File: src/rtl/ctrl_pkg.sv
// Shared definitions for the multi-cycle control path: opcodes, FSM states,
// ALU operation codes and the decoded instruction class.
package ctrl_pkg;

  localparam logic [5:0] OP_LW  = 6'b100011;
  localparam logic [5:0] OP_SW  = 6'b101011;
  localparam logic [5:0] OP_ADD = 6'b100000;
  localparam logic [5:0] OP_SUB = 6'b100010;
  localparam logic [5:0] OP_AND = 6'b100100;
  localparam logic [5:0] OP_OR  = 6'b100101;
  localparam logic [5:0] OP_SLT = 6'b101010;

  localparam logic [2:0] ALU_ADD = 3'b000;
  localparam logic [2:0] ALU_SUB = 3'b001;
  localparam logic [2:0] ALU_AND = 3'b010;
  localparam logic [2:0] ALU_OR  = 3'b011;
  localparam logic [2:0] ALU_SLT = 3'b100;

  typedef enum logic [2:0] {
    FETCH,
    DECODE,
    EXEC,
    MEM,
    WB
  } state_t;

  typedef enum logic [2:0] {
    LW,
    SW,
    RADD,
    RSUB,
    RAND,
    ROR,
    RSLT,
    ILL
  } op_class_t;

  // ALU operation for an instruction class; loads and stores use ADD for
  // address generation.
  function automatic logic [2:0] class_alu_op(input op_class_t c);
    case (c)
      RSUB:    return ALU_SUB;
      RAND:    return ALU_AND;
      ROR:     return ALU_OR;
      RSLT:    return ALU_SLT;
      default: return ALU_ADD;
    endcase
  endfunction

endpackage

File: src/rtl/opcode_class_dec.sv
// Combinational opcode classifier: 6-bit opcode -> instruction class and a
// legal flag. Kept standalone so the ID stage can reuse it.
module opcode_class_dec
  import ctrl_pkg::*;
(
  input  logic [5:0] opcode,
  output op_class_t  op_class,
  output logic       legal
);

  // Map each defined opcode to its class; anything else is illegal.
  always_comb begin
    op_class = ILL;
    legal    = 1'b1;
    case (opcode)
      OP_LW:   op_class = LW;
      OP_SW:   op_class = SW;
      OP_ADD:  op_class = RADD;
      OP_SUB:  op_class = RSUB;
      OP_AND:  op_class = RAND;
      OP_OR:   op_class = ROR;
      OP_SLT:  op_class = RSLT;
      default: begin
        op_class = ILL;
        legal    = 1'b0;
      end
    endcase
  end

endmodule

File: src/rtl/multicycle_ctrl.sv
// Multi-cycle control FSM: sequences FETCH/DECODE/EXEC/MEM/WB, drives the
// datapath enables, guards memory waits with a timeout and counts retired
// instructions.
module multicycle_ctrl
  import ctrl_pkg::*;
#(
  parameter int TO_W        = 8,
  parameter int MEM_TIMEOUT = 255,
  parameter int CNT_W       = 16
) (
  input  logic             clk,
  input  logic             rst,
  input  logic [31:0]      instr_in,
  input  logic             mem_ready,
  output logic             pc_write,
  output logic             ir_write,
  output logic             mem_read,
  output logic             mem_write,
  output logic             alu_src_b,
  output logic [2:0]       alu_op,
  output logic             reg_write,
  output logic             mem_to_reg,
  output logic             instr_done,
  output logic             illegal,
  output logic             mem_err,
  output logic [CNT_W-1:0] retired
);

  state_t           state;
  state_t           state_next;
  op_class_t        cls;
  op_class_t        dec_class;
  logic             dec_legal;
  logic [TO_W-1:0]  to_cnt;
  logic             waiting;
  logic             timeout;
  logic             retire;
  logic [CNT_W-1:0] retired_q;
  logic             unused_instr_bits;

  // Only the opcode field matters to control.
  assign unused_instr_bits = ^instr_in[25:0];

  opcode_class_dec u_dec (
    .opcode   (instr_in[31:26]),
    .op_class (dec_class),
    .legal    (dec_legal)
  );

  // Timeout fires on the MEM_TIMEOUT-th consecutive wait cycle; mem_ready wins.
  assign waiting = (state == FETCH) || (state == MEM);
  assign timeout = waiting && !mem_ready && (to_cnt == TO_W'(MEM_TIMEOUT - 1));

  // State register.
  always_ff @(posedge clk) begin
    if (rst) state <= FETCH;
    else     state <= state_next;
  end

  // Latch the instruction class once in DECODE so later IR changes are ignored.
  always_ff @(posedge clk) begin
    if (state == DECODE) cls <= dec_class;
  end

  // Wait counter: runs only while stalled in FETCH/MEM, zero everywhere else,
  // so every entry into FETCH or MEM starts from zero.
  always_ff @(posedge clk) begin
    if (rst)                              to_cnt <= '0;
    else if (waiting && !mem_ready && !timeout) to_cnt <= to_cnt + 1'b1;
    else                                  to_cnt <= '0;
  end

  // Retired-instruction counter, wraps naturally.
  always_ff @(posedge clk) begin
    if (rst)         retired_q <= '0;
    else if (retire) retired_q <= retired_q + 1'b1;
  end

  assign retired = rst ? '0 : retired_q;

  // Next-state and output decode; reset forces every enable low.
  always_comb begin
    state_next = state;
    pc_write   = 1'b0;
    ir_write   = 1'b0;
    mem_read   = 1'b0;
    mem_write  = 1'b0;
    alu_src_b  = 1'b0;
    alu_op     = ALU_ADD;
    reg_write  = 1'b0;
    mem_to_reg = 1'b0;
    instr_done = 1'b0;
    illegal    = 1'b0;
    mem_err    = 1'b0;
    retire     = 1'b0;
    case (state)
      FETCH: begin
        mem_read = 1'b1;
        if (mem_ready) begin
          pc_write   = 1'b1;
          ir_write   = 1'b1;
          state_next = DECODE;
        end else if (timeout) begin
          mem_err    = 1'b1;
          state_next = FETCH;
        end
      end
      DECODE: begin
        if (dec_legal) begin
          state_next = EXEC;
        end else begin
          illegal    = 1'b1;
          state_next = FETCH;
        end
      end
      EXEC: begin
        alu_op = class_alu_op(cls);
        if (cls == LW || cls == SW) begin
          alu_src_b  = 1'b1;
          state_next = MEM;
        end else begin
          state_next = WB;
        end
      end
      MEM: begin
        alu_op = class_alu_op(cls);
        if (cls == SW) mem_write = 1'b1;
        else           mem_read  = 1'b1;
        if (mem_ready) begin
          if (cls == SW) begin
            instr_done = 1'b1;
            retire     = 1'b1;
            state_next = FETCH;
          end else begin
            state_next = WB;
          end
        end else if (timeout) begin
          mem_err    = 1'b1;
          state_next = FETCH;
        end
      end
      WB: begin
        alu_op     = class_alu_op(cls);
        reg_write  = 1'b1;
        mem_to_reg = (cls == LW);
        instr_done = 1'b1;
        retire     = 1'b1;
        state_next = FETCH;
      end
      default: state_next = FETCH;
    endcase
    if (rst) begin
      pc_write   = 1'b0;
      ir_write   = 1'b0;
      mem_read   = 1'b0;
      mem_write  = 1'b0;
      alu_src_b  = 1'b0;
      alu_op     = ALU_ADD;
      reg_write  = 1'b0;
      mem_to_reg = 1'b0;
      instr_done = 1'b0;
      illegal    = 1'b0;
      mem_err    = 1'b0;
      retire     = 1'b0;
    end
  end

endmodule

File: config.mk
export PLATFORM = sky130hd
export DESIGN_NAME = multicycle_ctrl
export DESIGN_NICKNAME = d
export VERILOG_FILES = /design/src/rtl/ctrl_pkg.sv /design/src/rtl/opcode_class_dec.sv /design/src/rtl/multicycle_ctrl.sv
export SDC_FILE = /design/constraint.sdc
export NUM_CORES = 1
export LEC_CHECK = 0
export ABC_AREA = 1
export CAP_MARGIN = 20
export CORE_MARGIN = 2
export CORE_UTILIZATION = 50
export CTS_CLUSTER_DIAMETER = 80
export DETAILED_ROUTE_END_ITERATION = 12
export PLACE_DENSITY = 0.86
export SLEW_MARGIN = 20
export SYNTH_ARGS = -nofsm -noshare
export SYNTH_HDL_FRONTEND = slang
export SYNTH_SLANG_ARGS = --single-unit
File: constraint.sdc
create_clock -name clk -period 4 [get_ports clk]
set_clock_uncertainty 0.2 [all_clocks]
set_input_delay 1.2 -clock clk [delete_from_list [all_inputs] [get_ports clk]]
set_output_delay 1.2 -clock clk [all_outputs]
set_load 0.02 [all_outputs]
* Yosys cells after proc, flatten, opt, wreduce, memory -nomap -nowiden
Index checks and enable logic that the tools add are counted.
** Word-level totals
- Register bits :: 30
- Output and inout bits :: 29
- Word-level logic and storage cells :: 76
- Input port bits :: 35
** Operators by class
- Equal/unequal tests :: 17
- Bitwise logic cells :: 1
- Muxes and demuxes :: 39
- $add $sub $neg :: 2
- Reduce and logical (&&, ||, !) cells :: 13
** Operators by type and width (count)
- 6-bit equality test (second input constant) :: 7
- 1-bit two-way mux :: 25
- 3-bit case mux with 4 select lines :: 2
- 3-bit two-way mux :: 7
- 3-bit case mux with 7 select lines :: 1
- 16-bit by 1-bit adder with 16-bit output (second input constant) :: 1
- 16-bit two-way mux :: 1
- 3-bit equality test (second input constant) :: 4
- 3-bit by 2-bit equality test with 1-bit output (second input constant) :: 3
- 8-bit by 1-bit adder with 8-bit output (second input constant) :: 1
- 8-bit equality test (second input constant) :: 1
- 7-bit OR reduction :: 1
- 3-bit by 1-bit equality test with 1-bit output (second input constant) :: 2
- 3-bit zero test :: 2
- 1-bit case mux with 2 select lines :: 2
- 2-bit OR reduction :: 2
- 1-bit logical AND :: 3
- 3-bit OR reduction :: 1
- 1-bit zero test :: 2
- 1-bit logical OR :: 2
- 2-bit two-way mux :: 1
- 1-bit NOT :: 1

* Longest topological paths before layout
- Word-level depth :: 8
- Mapped depth :: 9
- Depth with buffers taken out :: 9

* By module
A second synthesis with hierarchy kept.
** Unflattened totals
- Cell total of the unflattened synthesis :: 302
- Area, all modules :: 1955.6 µm²
** Modules (own cells, without submodules)
- multicycle_ctrl :: cells an instance 271, instances 1, sequential area each 630.6 µm², area an instance 1804.2 µm²
- opcode_class_dec :: cells an instance 31, instances 1, sequential area each 0.0 µm², area an instance 151.4 µm²

* Least setup slack after synthesis
No wires, ideal clock.
- Path kind :: input-to-output
- From :: in rst
- To :: out pc_write
- Data arrival time :: 2.391 ns
- Slack :: 0.209 ns
- Buffers on the path :: 3
- Stages on the path :: 4
- Data required time :: 2.600 ns
- Cell sequence :: buf_2 -> buf_1 -> nor3_1 -> buf_4
** Between the ends
- Word-level cells in the longest chain between the ends :: 1
** Ends and longest elaborated chain
- start: declaration :: RTL line multicycle_ctrl.sv:12 : input logic rst,
- 1-bit two-way mux
- end: declaration :: RTL line multicycle_ctrl.sv:15 : output logic pc_write,
Every way passes these cells.

* Worst setup path in the final report
- From :: in instr_in[26]
- To :: out illegal
** Between the ends
- Word-level cells in the longest chain between the ends :: 6
- Elaborated cells on any way between the ends :: 12
- Classes of those cells :: 7 x eq/ne; 4 x mux; 1 x reduce/logical
** Ends and longest elaborated chain
- start: declaration :: RTL line multicycle_ctrl.sv:13 : input logic [31:0] instr_in,
- 6-bit equality test :: RTL line opcode_class_dec.sv:15 : case (opcode)
- 7-bit OR reduction (no line) (*)
- 1-bit two-way mux (*) :: RTL line opcode_class_dec.sv:15
- 1-bit two-way mux (*) :: RTL line multicycle_ctrl.sv:109 : if (dec_legal) begin
- 1-bit two-way mux (*) :: RTL line multicycle_ctrl.sv:96 : case (state)
- 1-bit two-way mux (*) :: RTL line multicycle_ctrl.sv:152 : if (rst) begin
- end: declaration :: RTL line multicycle_ctrl.sv:24 : output logic illegal,
Mark *: on every way between the ends. The rest lies on a longest branch, timed or not.

==> impl_metrics.env <==
export IMPL_die_h_um=66.74
export IMPL_start_kind="input pin"
export IMPL_synthSimpleGateAreaFrac_pct=44.12
export IMPL_total_power_w=0.0005999
export IMPL_grt_pass1_wl_mm=7.389
export IMPL_vias=1992
export IMPL_cp_slowest_cell="clkdlybuf4s50_1"
export IMPL_gp_congestion=0.8532
export IMPL_crit_chain="clkdlybuf4s50_1, nor2_1, nand3_1, nand2_1, nor2_1, nand2_2, nor2_1, clkbuf_2"
export IMPL_core_region_area_um2=3716
export IMPL_power_switching_share_pct=24.82
export IMPL_synthFlopType="dfxtp_1"
export IMPL_finalCritPeriodShare_pct=96.03
export IMPL_via_per_inst=4.980
export IMPL_seqCellArea_um2=630.6
export IMPL_synth_top_family_by_area="simple AND/OR/NAND/NOR gates"
export IMPL_synth_edf_count=3
export IMPL_powerDensity_nw_per_um2=239.4
export IMPL_drv_slew=0
export IMPL_syn_nets=339
export IMPL_yosysWarnings=0
export IMPL_track_usage_pct=21.84
export IMPL_grt_pass1_vias=1805
export IMPL_postCtsHoldBufs=0
export IMPL_switchingPower_w=0.0001489
export IMPL_cp_required_ns=2.60
export IMPL_num_fill_cells=347
export IMPL_synth_top_area_share_pct=27.46
export IMPL_row_count=22
export IMPL_finalCriticalPeriod_ns=3.841
export IMPL_wl_mm=4.274
export IMPL_initial_utilization_pct=52.96
export IMPL_rsz0062_at_grt="false"
export IMPL_layout_drive_gt1_share_pct=14.20
export IMPL_synth_commonest_cells="nand2_1, nor2_1, inv_1, dfxtp_1, nand3_1"
export IMPL_tightest_slew_ns=0.6020
export IMPL_p_leak_nw=1.120
export IMPL_max_freq_mhz=260.3
export IMPL_cpPeakStageDelay_ns=0.52
export IMPL_tns_ns=0
export IMPL_slew_headroom_pct=59.56
export IMPL_clk_pin_slew_ns=0.06
export IMPL_cts_tree="done"
export IMPL_yosysMostFrequentCell="nand2_1"
export IMPL_synth_mux_area_share_pct=0
export IMPL_power_share_sequential_pct=51.8
export IMPL_cts_sinks=30
export IMPL_insertion_delay_ns=0.28
export IMPL_diodes=0
export IMPL_clk_path_buf_depth=2
export IMPL_synth_distinct_cells=31
export IMPL_cp_data_arrival_time_ns=2.44
export IMPL_ys_async_sr_fraction_pct=0
export IMPL_drt_iter0_markers=108
export IMPL_netlist_instances=301
export IMPL_die_area_um2=4454
export IMPL_path_max_fanout=4
export IMPL_crit_path_frequent_cell="nor2_1"
export IMPL_synth_area_leaders="dfxtp_1, nand2_1, nor2_1, inv_1, nand3_1"
export IMPL_setup_viol=0
export IMPL_synth_compound_area_share_pct=6.929
export IMPL_status="completed"
export IMPL_first_pass_iters=5
export IMPL_port_buffer_count=37
export IMPL_ant_nets=0
export IMPL_drc=0
export IMPL_hold_violations=0
export IMPL_critPathKind="input pin to output pin"
export IMPL_ioPinCount=64
export IMPL_cts_htree_levels=2
export IMPL_ys_seq_elements=30
export IMPL_die_w_um=66.74
export IMPL_ys_seq_area_share_pct=32.04
export IMPL_worstSetupEndpointType="output pin"
export IMPL_netlist_area_um2=1968
export IMPL_cts_buffers=5
export IMPL_netlist_top_cell_by_area="dfxtp_1"
export IMPL_grt_max_degree=29
export IMPL_nets=389
export IMPL_worstHoldPathType="register to register"
export IMPL_power_share_combinational_pct=9.4
export IMPL_area_delta_synth_final_pct=27.34
export IMPL_multi_input_area_um2=1121
export IMPL_synth_fa_ha_area_share_pct=1.907
export IMPL_overflow=0
export IMPL_root_buffer="clkbuf_8"
export IMPL_max_cap_violations=0
export IMPL_vdd_ir_drop_max_mv=0.1642
export IMPL_syn_avg_cell_area_um2=6.539
export IMPL_yosys_area_share_xor_xnor_pct=4.005
export IMPL_grt_antenna_before_repair=0
export IMPL_internal_power_w=0.0004510
export IMPL_dp_hpwl_mm=3.214
export IMPL_routedWlPerCell_um=10.69
export IMPL_clkPwrFrac_pct=38.9
## flip-flops by register name, indices dropped and copies added, names as in the netlist
signal     cells
retired_q     16
to_cnt         8
cls            3
state          3
## cell type report
| cell class | instances | area share [%] |
|---|---|---|
| sequential | 30 | 25.16 |
| clock inverter | 2 | 0.3495 |
| multi-input combinational | 221 | 44.73 |
| clock buffer | 6 | 2.896 |
| tap | 48 | 2.396 |
| timing repair buffer | 52 | 18.32 |
| inverter | 41 | 6.141 |
## power groups by stage
| stage | clock network, W | registers (W) | logic (W) |
|---|---|---|---|
| 4_1_cts | 0.000236 | 0.000310 | 0.0000569 |
| 3_5_place_dp | 0 | 0.000317 | 0.0000583 |
| 3_3_place_gp | 0 | 0.000317 | 0.0000571 |
| 6_report | 0.000233 | 0.000310 | 0.0000562 |
| 2_1_floorplan | 0 | 0.000316 | 0.0000318 |
| 5_1_grt | 0.000250 | 0.000311 | 0.0000632 |
## critical path: cells and delay by family
kind | cells | cell delay, ns
AND/OR/NAND/NOR | 6 | 0.54
buffers and inverters | 2 | 0.70
## placed cells by master, fill, tap and decap left out
master,netlist,routed
a22oi_1,1,1
nand4_1,8,8
nand2_2,6,6
nand3_1,22,22
nand2_1,68,68
clkbuf_1,0,1
nor3_2,1,1
clkinv_2,0,1
nor3_1,7,7
nor2_4,5,5
nor4_1,1,1
edfxtp_1,3,3
nand3b_1,1,1
buf_12,0,1
a21oi_2,4,4
clkdlybuf4s50_1,0,8
nand4_2,1,1
inv_1,38,38
nor3b_1,1,1
clkbuf_8,0,5
a32oi_1,1,1
clkinv_1,0,1
o21ai_0,4,4
clkbuf_2,0,1
inv_2,3,3
ha_1,3,3
nand2_4,1,1
dlygate4sd2_1,0,27
dlymetal6s2s_1,0,1
dfxtp_1,27,27
or2_2,1,1
nor2_1,57,57
buf_4,1,14
xor2_1,9,9
a21oi_1,13,13
nand3_2,3,3
nor2_2,3,3
## layer usage
layer	track usage, %	vias to the layer above	wire (µm)
met4	10.20	0	87
met5	0	-	0
met1	25.21	882	1892
li1	-	1047	-
met3	4.899	9	229
met2	38.00	54	2065
## path summary, 6_finish.rpt
check | start | to | slack [ns] | depth (start not counted)
setup reg to reg | cls[1] | retired_q[0] | 2.20 | 9
hold reg to reg | to_cnt[0] | to_cnt[0] | 0.27 | 1
hold / removal | to_cnt[0] | to_cnt[0] | 0.27 | 1
setup / recovery | instr_in[26] | illegal | 0.16 | 8
## through the flow
stage               std cells  hold slack, ns  utilization, %  setup slack (ns)  cell area (µm²)
finish                    400          0.2653           67.44            0.1589             2506
global route              400          0.2869           67.44          0.005098             2506
CTS                       400          0.2669           67.51          0.002861             2509
detailed placement        392          0.2528           66.23           -0.2791             2461
global placement          392          0.2458           66.23           -0.2560             2461
floorplan                 301          0.2300               -            0.2087             1968
## timing repair
| item | in CTS | in global routing |
|---|---|---|
| setup endpoints to repair | 28 | 2 |
| setup buffers | 0 | 0 |
| resized for setup | 29 | 2 |
## cell families after synthesis
| family | after synthesis |
|---|---|
| flops | 30 |
| simple gates | 186 |
| buf+inv | 50 |
| xor+xnor | 9 |
| compound gates | 23 |
| fa+ha+maj | 3 |
Note: power is estimated with default switching activity, not from simulation.
